File: config.mk
export PLATFORM = sky130hd
export DESIGN_NAME = store_merge_unit
export DESIGN_NICKNAME = d
export VERILOG_FILES = /design/src/rtl/store_merge_unit.sv
export SDC_FILE = /design/constraint.sdc
export NUM_CORES = 1
export LEC_CHECK = 0
export ABC_AREA = 1
export CORE_MARGIN = 5
export CORE_UTILIZATION = 25
export DETAILED_ROUTE_END_ITERATION = 10
export PLACE_DENSITY = 0.48
export SKIP_CTS_REPAIR_TIMING = 1
export SLEW_MARGIN = 20
export SYNTH_ARGS = -nofsm -noshare
export SYNTH_HDL_FRONTEND = slang
export SYNTH_SLANG_ARGS = --single-unit
File: constraint.sdc
create_clock -name clk -period 2.5 [get_ports clk]
set_clock_uncertainty 0.05 [all_clocks]
set_input_delay 0.25 -clock clk [delete_from_list [all_inputs] [get_ports clk]]
set_output_delay 0.25 -clock clk [all_outputs]
set_load 0.02 [all_outputs]
File: src/rtl/store_merge_unit.sv
// Sub-word store unit: byte/halfword stores do read-modify-write on a word-wide
// data memory, word stores write directly; completion or fault is a one-cycle pulse.
module store_merge_unit #(
  parameter int ACK_TIMEOUT = 16,
  parameter int ADDR_W      = 32
) (
  input  logic              clk,
  input  logic              rst_n,
  input  logic              req_valid,
  output logic              req_ready,
  input  logic [ADDR_W-1:0] req_addr,
  input  logic [31:0]       req_data,
  input  logic [1:0]        req_size,
  output logic              resp_valid,
  output logic              resp_err,
  output logic [ADDR_W-1:0] mem_addr,
  output logic              mem_rd,
  output logic              mem_wr,
  output logic [31:0]       mem_wdata,
  input  logic [31:0]       mem_rdata,
  input  logic              mem_ack,
  output logic              busy
);

  typedef enum logic [1:0] {S_IDLE, S_RD, S_WR, S_RESP} state_t;

  localparam int CNT_W   = (ACK_TIMEOUT > 1) ? $clog2(ACK_TIMEOUT) : 1;
  localparam int TO_LAST = (ACK_TIMEOUT > 0) ? ACK_TIMEOUT - 1 : 0;
  localparam logic [CNT_W-1:0] TO_LAST_C = CNT_W'(TO_LAST);
  localparam bit TO_EN = (ACK_TIMEOUT > 0);

  state_t              state_q, state_d;
  logic [ADDR_W-1:0]   addr_q, addr_d;
  logic [15:0]         data_q, data_d;
  logic [1:0]          size_q, size_d;
  logic [31:0]         wdata_q, wdata_d;
  logic                err_q, err_d;
  logic [CNT_W-1:0]    cnt_q, cnt_d;
  logic [31:0]         merged;
  logic                fault;

  // Little-endian lane replacement; size_q is only byte or half when in RD.
  always_comb begin
    merged = mem_rdata;
    if (size_q == 2'b00) begin
      merged[{addr_q[1:0], 3'b000} +: 8] = data_q[7:0];
    end else begin
      merged[{addr_q[1], 4'b0000} +: 16] = data_q;
    end
  end

  assign fault = (req_size == 2'b11)
               | ((req_size == 2'b01) & req_addr[0])
               | ((req_size == 2'b10) & (|req_addr[1:0]));

  always_comb begin
    state_d = state_q;
    addr_d  = addr_q;
    data_d  = data_q;
    size_d  = size_q;
    wdata_d = wdata_q;
    err_d   = err_q;
    cnt_d   = cnt_q;
    case (state_q)
      S_IDLE: begin
        if (req_valid) begin
          addr_d = req_addr;
          data_d = req_data[15:0];
          size_d = req_size;
          err_d  = 1'b0;
          cnt_d  = '0;
          if (fault) begin
            err_d   = 1'b1;
            state_d = S_RESP;
          end else if (req_size == 2'b10) begin
            wdata_d = req_data;
            state_d = S_WR;
          end else begin
            state_d = S_RD;
          end
        end
      end
      S_RD: begin
        if (mem_ack) begin
          wdata_d = merged;
          cnt_d   = '0;
          state_d = S_WR;
        end else if (TO_EN && (cnt_q == TO_LAST_C)) begin
          err_d   = 1'b1;
          state_d = S_RESP;
        end else begin
          cnt_d = cnt_q + 1'b1;
        end
      end
      S_WR: begin
        if (mem_ack) begin
          state_d = S_RESP;
        end else if (TO_EN && (cnt_q == TO_LAST_C)) begin
          err_d   = 1'b1;
          state_d = S_RESP;
        end else begin
          cnt_d = cnt_q + 1'b1;
        end
      end
      default: state_d = S_IDLE;
    endcase
  end

  always_ff @(posedge clk) begin
    if (!rst_n) begin
      state_q <= S_IDLE;
      addr_q  <= '0;
      data_q  <= '0;
      size_q  <= '0;
      wdata_q <= '0;
      err_q   <= 1'b0;
      cnt_q   <= '0;
    end else begin
      state_q <= state_d;
      addr_q  <= addr_d;
      data_q  <= data_d;
      size_q  <= size_d;
      wdata_q <= wdata_d;
      err_q   <= err_d;
      cnt_q   <= cnt_d;
    end
  end

  assign req_ready  = (state_q == S_IDLE);
  assign busy       = (state_q != S_IDLE);
  assign mem_rd     = (state_q == S_RD);
  assign mem_wr     = (state_q == S_WR);
  assign resp_valid = (state_q == S_RESP);
  assign resp_err   = (state_q == S_RESP) & err_q;
  assign mem_addr   = {addr_q[ADDR_W-1:2], 2'b00};
  assign mem_wdata  = wdata_q;

endmodule

==> flow_summary.toml, run 1 <==
[power_and_ir_drop]
power-per-cell-area_nw_per_um2 = 1220
power.static_leakage_nw = 3.26
finalPower_w = 0.00923
irDropWorstVdd_mv = 0.520

[clock_tree]
clock_latency_ps = 350
tritoncts = "built"
numCtsBuffers = 9
cts-root-to-sink-buffers = 2
clkSlewWorstSetupHoldPaths_ps = 70
clock-root-buffer = "clkbuf_16"
count_of_h_tree_levels_built_during_cts = 3
cts.sink_count = 89

[global_routing]
vias_in_the_first_global_route = 5780
global_route.usage.met3 = 0.0443
grt_first_pass_wirelength_mm = 31.5
pin_count_of_the_biggest_net_entering_global_routing = 47
global_route.usage.total = 0.153
initial_antenna_violation_count = 1
m1_gr_usage = 0.199
globalRouteOverflowTotal = 0
met2_usage = 0.248
grt.busiest_layer = "met2"

[yosys]
synth_area_um2 = 5560
synth_adder_area_share = 0.0247
post_synth_xor_area_fraction = 0.00157
synth_top_family_by_area = "simple AND/OR/NAND/NOR gates"
synth.area.top_cells = "dfxtp_1 (32%), nand2_1 (17%), nor2_1 (16%)"
synth_sequential_area_ratio = 0.320
syn-instance-count = 949
synth_simple_gate_area_frac = 0.411
syn_area_per_cell_um2 = 5.86
synth_cell_types = 23
synthDominantAreaCellType = "dfxtp_1"
synth.yosys.warnings = 0
synth_compound_area_frac = 0.0972
synth.area.mux_share = 0
yosys_register_bits = 89
synthDominantCellAreaShare = 0.320

[floorplanning]
die_w_um = 159
fp.dieH_um = 159
std_cell_rows = 54
start_util = 0.254
die_area_um2 = 25300
pin_count = 172
core_um2 = 21900

[sta]
final-setup-viol-count = 0
report.final.hold_viol_count = 0
fin_hold_ws_ps = 217
slew_violations = 0
fmaxAchievable_ghz = 0.454
rsz0062_at_grt = "no"
period_needed_ps = 2200
final.period_utilization = 0.882
fin_setup_tns_ps = 0

[cells_and_area]
drive_gt1_frac = 0.0402
layout_common_cells = "nand2_1 (247), nor2_1 (234), clkdlybuf4s50_1 (168), dfxtp_1 (89), nand3_1 (86)"
num-nets-final = 1179
layout-area-overhead-vs-synth_pct = 36.3
mostFrequentLayoutCell = "nand2_1"
final_core_util = 0.346
n_antenna_cell = 0
multiInputGateArea_um2 = 2990
fillers = 2506
regArea_um2 = 1780

[detailed_routing]
drt_pass1_iterations = 4
avgRoutedWirePerCell_um = 14.7
remaining_drc_errors = 0
avgViaCountPerCell = 4.38
total_via_count_after_detailed_routing = 5914
overall_routed_net_length_mm = 19.8
postRouteAntennaNets = 0
drt_iter0_drc = 283

[place]
buffer_ports.inserted = 169
globalplace.congestion = 0.803
detailed_place_hpwl_mm = 14.5

[critical_path]
critPathKind = "flop to flop"
crit-reg2reg-launch = "addr_q[0]"
worstSetupStartpoint = "addr_q[0]"
crit_path_start_kind = "flop"
critPathMaxFanout = 12
critical_path_arrival_ps = 2450
cp.required_ps = 2740
crit_path_end_kind = "flop"

[hold_path]
holdCritPathClass = "input port to flop"
min_from = "rst_n"

[run]
cap_violations = 0

[outcome]
run_status = "completed"
## synthesized netlist by cell type
library cell  number
inv_1             77
inv_2              3
conb_1             1
clkbuf_1          26
nand2_4            1
ha_1              11
nand2_2            1
clkinv_1           2
buf_4             34
a21oi_1           34
nand2_1          248
dfxtp_1           89
xnor2_1            1
o21ai_1            1
buf_6              4
nor2_2             1
o21ai_0           73
nand2b_1           1
buf_2             19
nand3_1           86
nand3b_1           1
nor2_1           234
nor2_4             1
## registers in the layout, indices dropped and copies added (netlist names)
register   cells
size_q         2
state_q        2
addr_q        32
data_q        16
cnt_q          4
mem_wdata     32
err_q          1
## cells by family after synthesis
logic type,after synthesis
flip-flops,89
AND/OR/NAND/NOR,574
adder cells (fa/ha/maj),11
buffers and inverters,165
AO/OA/AOI/OAI,108
other,1
XOR/XNOR,1
## layout make-up
type / count / share of cell area
multi-input combinational: 696 / 0.394
timing repair buffer: 188 / 0.245
sequential: 89 / 0.235
tap: 280 / 0.0462
inverter: 82 / 0.0406
clock buffer: 10 / 0.0315
clock inverter: 5 / 0.00825
## worst max-delay path, stage by stage, from the launching register on
cell,delay [ps]
dfxtp_1,560
inv_1,210
ha_1,360
inv_2,90
nor2_1,390
nand3_1,160
a21oi_1,200
nor2_1,60
nor2_1,80
## path summary, 6_finish.rpt
check	slack, ps	end	cells past startpoint
worst max register to register	300	mem_wdata[22]	8
worst max-delay path	300	mem_wdata[22]	8
worst min register to register	420	size_q[0]	2
worst min-delay path	220	cnt_q[0]	3
## per-stage QoR
| step | cell area [um2] | instances | setup WS [ps] |
|---|---|---|---|
| after detailed placement | 7280 | 1335 | 345 |
| final | 7580 | 1350 | 295 |
| after global placement | 7280 | 1335 | 395 |
| after floorplan | 5570 | 950 | 666 |
| after global routing | 7580 | 1350 | 96.5 |
| after CTS | 7580 | 1350 | 306 |
## where the power goes
part | switching, W | internal (W)
registers | 0.000382 | 0.00197
clock network | 0.000630 | 0.000805
logic | 0.00334 | 0.00210
total | 0.00435 | 0.00488
## metal layers
metal	vias up	part of all wire
li1	3128	-
met3	19	0.067
met1	2626	0.45
met4	2	0.015
met2	139	0.47
met5	-	0.00091
Note: power is estimated with default switching activity, not from simulation.
==> run 2: changes to the inputs <==
clock period = 2.6 ns   (was 2.5 ns; I/O delays follow)
==> run 2 against run 1 <==
Sequential share of layout area is 0.051 points higher. Global-route usage is essentially flat. Clock power shrank 6%. Flip-flop and latch count is the same. Wire length rose by 0.62%. Core utilization down 0.074 points. Count of clock-buffer cells in the layout grew 1. Cell count fell by 0.15%. First-iteration DRC count is 5.3% lower. Worst setup slack better by 83 ps. Via count increased by 0.36%.
==> flow_summary.toml, run 2 (synthesized netlist as in run 1, its figures left out) <==
[outcome]
run_status = "completed"

[sta]
fin_hold_ws_ps = 245
period_needed_ps = 2220
final-setup-viol-count = 0
relative_slew_slack = 0.654
rsz0062_at_grt = "no"
fmaxAchievable_ghz = 0.450
slew_violations = 0
final.period_utilization = 0.855
fin_setup_tns_ps = 0
max_slew.worst_pin.slew_ps = 516
report.final.hold_viol_count = 0

[critical_path]
critPathKind = "flop to flop"
crit_path_start_kind = "flop"
critical-path-max-stage-delay_ps = 550
critPathMaxFanout = 12
critical_path_arrival_ps = 2470
critical_path.slowest_cell = "dfxtp_1"
cp.required_ps = 2840
cp_common_cell = "nor2_1"
critPathTopFamily = "simple AND/OR/NAND/NOR gates"
cp_num_buf_inv = 2
crit_path_end_kind = "flop"
path_cells = "inv_1, ha_1, inv_2, nand3_1, nor2_1, nor2_1, nor2_1, nor2_1, nor2_1"

[global_routing]
pin_count_of_the_biggest_net_entering_global_routing = 62
initial_antenna_violation_count = 1
vias_in_the_first_global_route = 5820
globalRouteOverflowTotal = 0
global_route.usage.total = 0.153
grt_first_pass_wirelength_mm = 31.6

[detailed_routing]
overall_routed_net_length_mm = 19.9
remaining_drc_errors = 0
postRouteAntennaNets = 0
avgViaCountPerCell = 4.40
avgRoutedWirePerCell_um = 14.8
drt_iter0_drc = 268
drt_pass1_iterations = 4
total_via_count_after_detailed_routing = 5935

[power_and_ir_drop]
p_comb_frac = 0.591
power.static_leakage_nw = 3.24
intPower_w = 0.00467
clock_network_fraction_of_total_power = 0.154
power-per-cell-area_nw_per_um2 = 1170
irDropWorstVdd_mv = 0.448
netSwitchingFraction = 0.474
switching_power_w = 0.00420
seq_power_share = 0.256

[hold_path]
holdCritPathClass = "input port to flop"

[floorplanning]
die_area_um2 = 25300
std_cell_rows = 54
core_um2 = 21900
pin_count = 172
die_w_um = 159
start_util = 0.254
fp.dieH_um = 159

[cells_and_area]
drive_gt1_frac = 0.0365
mostFrequentLayoutCell = "nand2_1"
n_antenna_cell = 0
layout_common_cells = "nand2_1 (247), nor2_1 (234), clkdlybuf4s50_1 (168), dfxtp_1 (89), nand3_1 (86)"
final-instance-count-excl-fill = 1348
fillers = 2489
layout-area-overhead-vs-synth_pct = 36.0
num-nets-final = 1176

[clock_tree]
cts-root-to-sink-buffers = 2
cts.sink_count = 89
count_of_h_tree_levels_built_during_cts = 3
numCtsBuffers = 9
tritoncts = "built"
clock-root-buffer = "clkbuf_16"
clkSlewWorstSetupHoldPaths_ps = 70
clock_latency_ps = 350

[place]
detailed_place_hpwl_mm = 14.5
dp_cells = 1332
globalplace.congestion = 0.811
buffer_ports.inserted = 169

[run]
cap_violations = 0
run 2: changes by cell type in the layout (fill, tap and decap cells not counted), sizes merged:
cell,delta
buf,-3
clkbuf,+1
run 2: power by group through the flow:
stage	combinational, W	sequential (W)	clock (W)
2_1_floorplan	0.00333	0.00251	0
3_3_place_gp	0.00527	0.00230	0
3_5_place_dp	0.00529	0.00230	0
4_1_cts	0.00532	0.00227	0.00142
5_1_grt	0.00593	0.00234	0.00145
6_report	0.00524	0.00227	0.00136
run 2: area by class of cell:
| class | count | area (um2) | share of cell area |
|---|---|---|---|
| clock buffer | 11 | 233 | 0.0308 |
| clock inverter | 5 | 62.6 | 0.00827 |
| inverter | 82 | 308 | 0.0407 |
| multi-input combinational | 696 | 2990 | 0.395 |
| sequential | 89 | 1780 | 0.236 |
| tap | 280 | 350 | 0.0463 |
| timing repair buffer | 185 | 1840 | 0.244 |
run 2: worst paths after layout:
path	startpoint	to	slack, ps	cells past startpoint
max	addr_q[0]	mem_wdata[25]	380	9
min	rst_n	mem_wdata[25]	240	3
min reg2reg	size_q[0]	size_q[0]	420	2
max reg2reg	addr_q[0]	mem_wdata[25]	380	9
run 2: worst reg2reg max path, delay by kind of cell, from the launching register on:
kind	cells	cell delay [ps]
buffers and inverters	2	340
flip-flops	1	550
AND/OR/NAND/NOR	6	850
adder cells (fa/ha/maj)	1	360
run 2: through the flow:
stage                util  total power [W]  cell area [um2]  worst slack, ps
global route        0.346          0.00972             7560              140
CTS                 0.346          0.00901             7560              389
global placement    0.332          0.00757             7270              455
detailed placement  0.332          0.00759             7270              412
finish              0.346          0.00887             7560              378
floorplan               -          0.00584             5570              766
run 2: per-layer routing:
metal	wire, um	global-route usage
met4	231	0.0318
met3	1420	0.0520
met1	8930	0.193
met2	9330	0.256
met5	7	0
